### src/rtl/ch_switch_encoder_if.sv
// Encoded-switch word channel: 3-bit code plus activity flag over a valid/ready handshake.
interface ch_switch_encoder_if;
  logic [2:0] code;
  logic       code_act;
  logic       code_valid;
  logic       code_ready;

  modport master (
    output code,
    output code_act,
    output code_valid,
    input  code_ready
  );

  modport slave (
    input  code,
    input  code_act,
    input  code_valid,
    output code_ready
  );
endinterface

### src/rtl/ch_switch_encoder.sv
// Slide-switch front end: 2-flop sync, per-channel debounce, priority encode,
// and change-only delivery of {act, code} words over valid/ready.
module ch_switch_encoder #(
  parameter int unsigned DEB_CYCLES = 4,
  parameter int unsigned CNT_W      = 4
) (
  input  logic                 clk,
  input  logic                 rst_n,
  input  logic [7:0]           ch_i,
  ch_switch_encoder_if.master  enc_o
);

  localparam int unsigned NCH    = 8;
  localparam int unsigned WORD_W = 4;
  localparam logic [CNT_W-1:0] CNT_LAST = CNT_W'(DEB_CYCLES - 1);

  typedef enum logic {
    S_IDLE = 1'b0,
    S_SEND = 1'b1
  } state_e;

  logic [NCH-1:0]    sync1_q, sync2_q;
  logic [NCH-1:0]    st_q, st_d;
  logic [CNT_W-1:0]  cnt_q [NCH];
  logic [CNT_W-1:0]  cnt_d [NCH];

  state_e            state_q, state_d;
  logic [WORD_W-1:0] word_q, word_d;
  logic [WORD_W-1:0] last_q, last_d;
  logic              valid_q, valid_d;

  logic              enc_act_c;
  logic [2:0]        enc_code_c;
  logic [WORD_W-1:0] enc_word_c;

  // Two-flop synchronizer on the raw switch levels
  always_ff @(posedge clk or negedge rst_n) begin
    if (!rst_n) begin
      sync1_q <= '0;
      sync2_q <= '0;
    end else begin
      sync1_q <= ch_i;
      sync2_q <= sync1_q;
    end
  end

  // Per-channel debounce: accept a level only after DEB_CYCLES consecutive differing samples
  for (genvar n = 0; n < NCH; n++) begin : g_deb
    always_comb begin
      st_d[n] = st_q[n];
      cnt_d[n] = cnt_q[n] + CNT_W'(1);
      if (sync2_q[n] == st_q[n]) begin
        cnt_d[n] = '0;
      end else if (cnt_q[n] == CNT_LAST) begin
        st_d[n]  = sync2_q[n];
        cnt_d[n] = '0;
      end
    end

    always_ff @(posedge clk or negedge rst_n) begin
      if (!rst_n) begin
        st_q[n]  <= 1'b0;
        cnt_q[n] <= '0;
      end else begin
        st_q[n]  <= st_d[n];
        cnt_q[n] <= cnt_d[n];
      end
    end
  end

  // Priority encoder over the stable bank, highest index wins
  always_comb begin
    enc_code_c = 3'd0;
    casez (st_q)
      8'b1???????: enc_code_c = 3'd7;
      8'b01??????: enc_code_c = 3'd6;
      8'b001?????: enc_code_c = 3'd5;
      8'b0001????: enc_code_c = 3'd4;
      8'b00001???: enc_code_c = 3'd3;
      8'b000001??: enc_code_c = 3'd2;
      8'b0000001?: enc_code_c = 3'd1;
      default:     enc_code_c = 3'd0;
    endcase
  end

  assign enc_act_c  = |st_q;
  assign enc_word_c = {enc_act_c, enc_code_c};

  // Delivery FSM; only the latest encoded value is compared after each acceptance
  always_comb begin
    state_d = state_q;
    word_d  = word_q;
    last_d  = last_q;
    valid_d = valid_q;
    case (state_q)
      S_IDLE: begin
        if (enc_word_c != last_q) begin
          word_d  = enc_word_c;
          valid_d = 1'b1;
          state_d = S_SEND;
        end
      end
      S_SEND: begin
        if (enc_o.code_ready) begin
          last_d  = word_q;
          valid_d = 1'b0;
          state_d = S_IDLE;
        end
      end
      default: begin
        valid_d = 1'b0;
        state_d = S_IDLE;
      end
    endcase
  end

  always_ff @(posedge clk or negedge rst_n) begin
    if (!rst_n) begin
      state_q <= S_IDLE;
      word_q  <= '0;
      last_q  <= '0;
      valid_q <= 1'b0;
    end else begin
      state_q <= state_d;
      word_q  <= word_d;
      last_q  <= last_d;
      valid_q <= valid_d;
    end
  end

  assign enc_o.code       = word_q[2:0];
  assign enc_o.code_act   = word_q[3];
  assign enc_o.code_valid = valid_q;

endmodule

### src/flat_wrapper.sv
// flat-port wrapper written by rule: the top's interface ports become plain ports
module ch_switch_encoder_flat 
#(
  parameter int unsigned DEB_CYCLES = 4,
  parameter int unsigned CNT_W      = 4
)
  (clk, rst_n, ch_i, enc_o_code, enc_o_code_act, enc_o_code_valid, enc_o_code_ready);
  ch_switch_encoder_if enc_o_i ();
  input  logic clk;
  input  logic rst_n;
  input  logic [7:0] ch_i;
  output wire logic [$bits(enc_o_i.code)-1:0] enc_o_code;
  output wire logic [$bits(enc_o_i.code_act)-1:0] enc_o_code_act;
  output wire logic [$bits(enc_o_i.code_valid)-1:0] enc_o_code_valid;
  input wire logic [$bits(enc_o_i.code_ready)-1:0] enc_o_code_ready;
  assign enc_o_code = enc_o_i.code;
  assign enc_o_code_act = enc_o_i.code_act;
  assign enc_o_code_valid = enc_o_i.code_valid;
  assign enc_o_i.code_ready = enc_o_code_ready;
  ch_switch_encoder #(.DEB_CYCLES(DEB_CYCLES), .CNT_W(CNT_W)) u_core (.clk(clk), .rst_n(rst_n), .ch_i(ch_i), .enc_o(enc_o_i));
endmodule
### config.mk
export PLATFORM = sky130hd
export DESIGN_NAME = ch_switch_encoder_flat
export DESIGN_NICKNAME = d
export VERILOG_FILES = /design/src/rtl/ch_switch_encoder_if.sv /design/src/rtl/ch_switch_encoder.sv /design/src/flat_wrapper.sv
export SDC_FILE = /design/constraint.sdc
export NUM_CORES = 1
export LEC_CHECK = 0
export ABC_AREA = 1
export CORE_MARGIN = 1
export CORE_UTILIZATION = 31
export CTS_BUF_LIST = sky130_fd_sc_hd__clkbuf_16
export CTS_CLUSTER_DIAMETER = 80
export DETAILED_ROUTE_END_ITERATION = 12
export GPL_TIMING_DRIVEN = 0
export PLACE_DENSITY = 0.55
export SYNTH_ARGS = -nofsm -noshare
export SYNTH_HDL_FRONTEND = slang
export SYNTH_SLANG_ARGS = --single-unit
### constraint.sdc
create_clock -name clk -period 1.8 [get_ports clk]
set_input_delay 0.36 -clock clk [delete_from_list [all_inputs] [get_ports clk]]
set_output_delay 0.36 -clock clk [all_outputs]
set_load 0.05 [all_outputs]
# Yosys cells after proc, flatten, opt, wreduce, memory -nomap -nowiden
# Cells that the tools add are included.
# totals
register_bits	66
latchBits	0
ram_bits	0
rom_bits	0
input_bits	11
output_inout_bits	5
elab_cells	99
memories	0
# classes
add_sub_neg	8
mul	0
n_div	0
n_lt_le_gt_ge	0
eq_ne	25
shifts	0
n_mux	23
n_bitwise	9
n_reduce_logical	12
# ops
operator	count
4-bit 2-to-1 mux	16
4-bit by 1-bit adder with 4-bit output (second input constant)	8
4-bit by 2-bit equality test with 1-bit output (second input constant)	8
2-bit AND reduction	11
3-bit case mux with 7 select lines	1
1-bit NOT	9
1-bit equality test	8
8-bit OR reduction	1
7-bit by 1-bit equality test with 1-bit output (second input constant)	1
6-bit by 1-bit equality test with 1-bit output (second input constant)	1
5-bit by 1-bit equality test with 1-bit output (second input constant)	1
4-bit by 1-bit equality test with 1-bit output (second input constant)	1
1-bit 2-to-1 mux	4
4-bit inequality test	1
1-bit case mux with 2 select lines	2
3-bit by 1-bit equality test with 1-bit output (second input constant)	1
2-bit by 1-bit equality test with 1-bit output (second input constant)	1
2-bit by 1-bit inequality test with 1-bit output (second input constant)	1
2-bit inequality test (second input constant)	1

# Depth between registers and ports, before layout
# depth
word_depth	5
ltp_mapped	11
depth_no_buf	11

# Worst setup path before layout
# Ideal clock, no wire load.
# synth_timing
kind	reg2reg
start	reg u_core.st_q[7]
end	reg u_core.word_q[0]
setup_ns	0.119
arrival_ns	1.194
slack_ns	0.487
stages_incl_launch_ff	11
path_buffers	0
path_cell_list	dfrtp_1 nor2_4 nand2_4 nor2_1 nand2_1 nand2_2 nor2_4 nand2_4 nand2_4 nand2_1 nand2_1
# synth_via
elab_chain_cells	4
elab_cells_between_ends	10
cone_classes	eq/ne (7); mux (1); reduce/logical (2)
# synth_lines
element	line_no	source
from (decl)	ch_switch_encoder.sv:23	logic [NCH-1:0] st_q, st_d;
from (signal, indexed assignment)	ch_switch_encoder.sv:65	st_q[n] <= st_d[n];
7-bit by 1-bit equality test with 1-bit output, or another cell as far along	ch_switch_encoder.sv:74	casez (st_q)
3-bit case mux with 7 select lines	ch_switch_encoder.sv:74	
4-bit inequality test	ch_switch_encoder.sv:97	if (enc_word_c != last_q) begin
2-bit AND reduction (no line)	--	
to (signal assigned)	ch_switch_encoder.sv:125	word_q <= word_d;
to (decl)	ch_switch_encoder.sv:28	logic [WORD_W-1:0] word_q, word_d;
# Parallel ways exist; a longest one is shown, timed or not.
# A chain may end at the register's enable or synchronous reset.

# Worst setup path in the final report
# layout_timing
start	reg u_core.word_q[2]
end	out enc_o_code[2]
# layout_rtl
element	line_no	source
to (decl)	flat_wrapper.sv:12	output wire logic [$bits(enc_o_i.code)-1:0] enc_o_code;
# No word-level cell between the ends.

==> flow_summary_export.csv <==
group,metric,value,unit
floorplanning,die_w,95.2,um
grt,grt_max_degree,67,
drt,routed_wl,4040,um
floorplanning,core_area,8300,um^2
clock_tree,clockBufferDepth,2,
critical_path,ff2ff_path_depth,8,
clock_tree,tritoncts.num_buffers,9,
pwr,clkPwrFrac,0.269,
synth,syn_inst,260,
drt,wl_per_cell,10.2,um
drt,vias,1659,
synth,synthesis.nets,279,
clock_tree,htreeDepth,3,
grt,grt_pass1_vias,1517,
grt,grt-ovfl-total,0,
pwr,p_sw_frac,0.359,
pwr,p_per_area,1670,nW/um^2
cells_and_area,final_cell_mix,"dfrtp_1, nor2_1, nand2_1, inv_1",
run,max_cap_viol_count,0,
critical_path,path_cells,"dlygate4sd2_1",
cells_and_area,final_common_cell,"dfrtp_1",
drt,drtAntennaViolNets,0,
timing,tightest_slew,0.827,ns
critical_path,reg2reg_from,"u_core.st_q[7]$_DFFE_PN0P_",
timing,finClkSkew,0.00380,ns
floorplanning,start_util,0.325,
placed_design,gp_congestion,0.712,
cells_and_area,areaGrowthSynthToFinish,19.2,%
synth,syn_area,2700,um^2
cells_and_area,fill_cells,838,
critical_path,reg2reg_to,"u_core.state_q$_DFF_PN0_",
critical_path,arrival,1.25,ns
critical_path,r2r_setup_slack,0.34,ns
floorplanning,design.die.area,9070,um^2
clock_tree,insertion_delay,0.32,ns
critical_path,critPathMaxStageDelay,0.54,ns
clock_tree,cts.sinks,66,
timing,rsz0062_at_grt,"false",
critical_path,critPathLaunch,"u_core.word_q[2]$_DFFE_PN0P_",
critical_path,cp_top_family,"buffers and inverters",
timing,fmax,622,MHz
pwr,peakVddDrop,0.933,mV
synth,yosysWarnings,0,
critical_path,crit_path_end_kind,"primary output",
critical_path,critPathKind,"reg2out",
placed_design,dp_hpwl,2620,um
timing,setup_viol,0,
synth,ys_ff_latch,66,
critical_path,worstPathMaxFanout,3,
synth,synth_cell_types,22,
cells_and_area,nets,305,
drt,via_per_inst,4.21,
drt,drc,0,
timing,slew_headroom,0.449,
timing,min_period,1.61,ns
pwr,p_comb_frac,0.306,
pwr,power.internal,3.43,mW
floorplanning,ios,16,
synth,syn_area_per_cell,10.4,um^2
clock_tree,cts_tree,"yes",
floorplanning,die_h,95.2,um
critical_path,required,1.44,ns
drt,drt_iter0_markers,70,
pwr,p_seq_frac,0.425,
pwr,p_switching,1.93,mW
cells_and_area,layout-drive-gt1-share,0.0830,
cells_and_area,diodes,0,
timing,tns,0,ns
clock_tree,cts.clk_slew.worst_paths,0.05,ns
timing,drv_slew,0,
timing,finalHoldViolCount,0,
drt,dr.pass1.iters,4,
grt,track_usage,0.105,
clock_tree,cts.root.buffer_cell,"clkbuf_16",
grt,grt_first_pass_wirelength,6890,um
clock_tree,post-cts-setup-buffer-count,0,
timing,min_period_over_period,0.894,
synth,seq_area_frac_synth,0.613,
clock_tree,cts_hold_buf,0,
pwr,p_leak,1.57,nW
cells_and_area,final_util,0.387,
critical_path,critPathLaunchType,"flop",
outcome,status,"complete, no violations",
floorplanning,row_count,33,
critical_path,critPathSlowestCell,"dlygate4sd2_1",
critical_path,cp.buffers_inverters,1,
placed_design,io_buffers,15,
grt,antenna_found_initial,0,
worst_hold_path,hold_path.class,"in2async",
==> power by group through the flow <==
stage	Combinational, mW	Clock, mW	Sequential, mW
after global placement	1.68	0	2.30
after CTS	1.67	1.50	2.28
after global routing	1.88	1.56	2.34
after floorplan	1.15	0	2.42
final	1.64	1.44	2.28
after detailed placement	1.69	0	2.31
==> metal layers <==
| metal | up-vias | GRT usage | share of wire |
|---|---|---|---|
| met5 | - | 0 | 0 |
| met3 | 9 | 0.0359 | 0.037 |
| met1 | 768 | 0.133 | 0.50 |
| li1 | 862 | - | - |
| met2 | 20 | 0.145 | 0.43 |
| met4 | 0 | 0.0795 | 0.034 |
==> cells by family (layout without fill, tap and decap cells) <==
kind of cell,Yosys count,count (layout),synth area share
and+or+nand+nor,118,118,0.195
DFF,66,66,0.613
buffers and inverters,29,58,0.0404
xor gates and xnor gates,24,24,0.0780
AOI/OAI and AO/OA,13,13,0.0279
adders and majority gates,8,8,0.0371
muxes,2,2,0.00836
==> what timing repair did <==
item	4_1_cts	5_1_grt
hold endpoints to repair	0	0
endpoints found under the setup margin	5	0
gates resized for setup	5	0
==> cell type report <==
type,count,area [um^2],area share
clock buffer,9,225,0.0701
clock inverter,5,18.8,0.00584
inverter,29,109,0.0339
multi-input combinational,165,935,0.291
sequential,66,1650,0.514
tap,105,131,0.0409
timing repair buffer,15,141,0.0440
==> Yosys cell counts, drive strengths merged <==
| cell type | n | area share |
|---|---|---|
| a21oi | 8 | 0.016 |
| dfrtp | 66 | 0.61 |
| ha | 8 | 0.037 |
| inv | 29 | 0.040 |
| mux2 | 2 | 0.0084 |
| nand2 | 46 | 0.074 |
| nand3 | 17 | 0.033 |
| nand3b | 1 | 0.0028 |
| nand4 | 1 | 0.0023 |
| nor2 | 52 | 0.081 |
| nor3 | 1 | 0.0019 |
| o21ai | 4 | 0.0074 |
| o21bai | 1 | 0.0042 |
| xnor2 | 16 | 0.052 |
| xor2 | 8 | 0.026 |
==> metrics by stage <==
step                instances  setup slack [ns]  hold WS, ns  power, mW  instance area (um^2)
finish                    394             0.192        0.115       5.36                  3210
global route              394             0.145        0.219       5.77                  3210
CTS                       394             0.173        0.169       5.45                  3210
detailed placement        380             0.249        0.335       4.00                  2970
global placement          380             -1.90        0.333       3.98                  2980
floorplan                 260             0.487       0.0644       3.57                  2700
==> state kept, by name, summed over array words and instances, names as in the netlist <==
signal and flops:
u_core.cnt_q 32, u_core.enc_o.code_valid 1, u_core.last_q 4, u_core.st_q 8, u_core.state_q 1, u_core.sync1_q 8
u_core.sync2_q 8, u_core.word_q 4
==> worst max-delay path by stage <==
stage,to,slack (ns),depth (start not counted)
2_1_floorplan,u_core.word_q[0]$_DFFE_PN0P_,0.49,10
3_3_place_gp,u_core.cnt_q[29]$_DFF_PN0_,-1.90,1
4_1_cts,enc_o_code[0],0.17,1
5_1_grt,enc_o_code[0],0.15,1
6_report,enc_o_code[2],0.19,1
3_5_place_dp,enc_o_code[0],0.25,1
(Power assumes the default switching activity.)
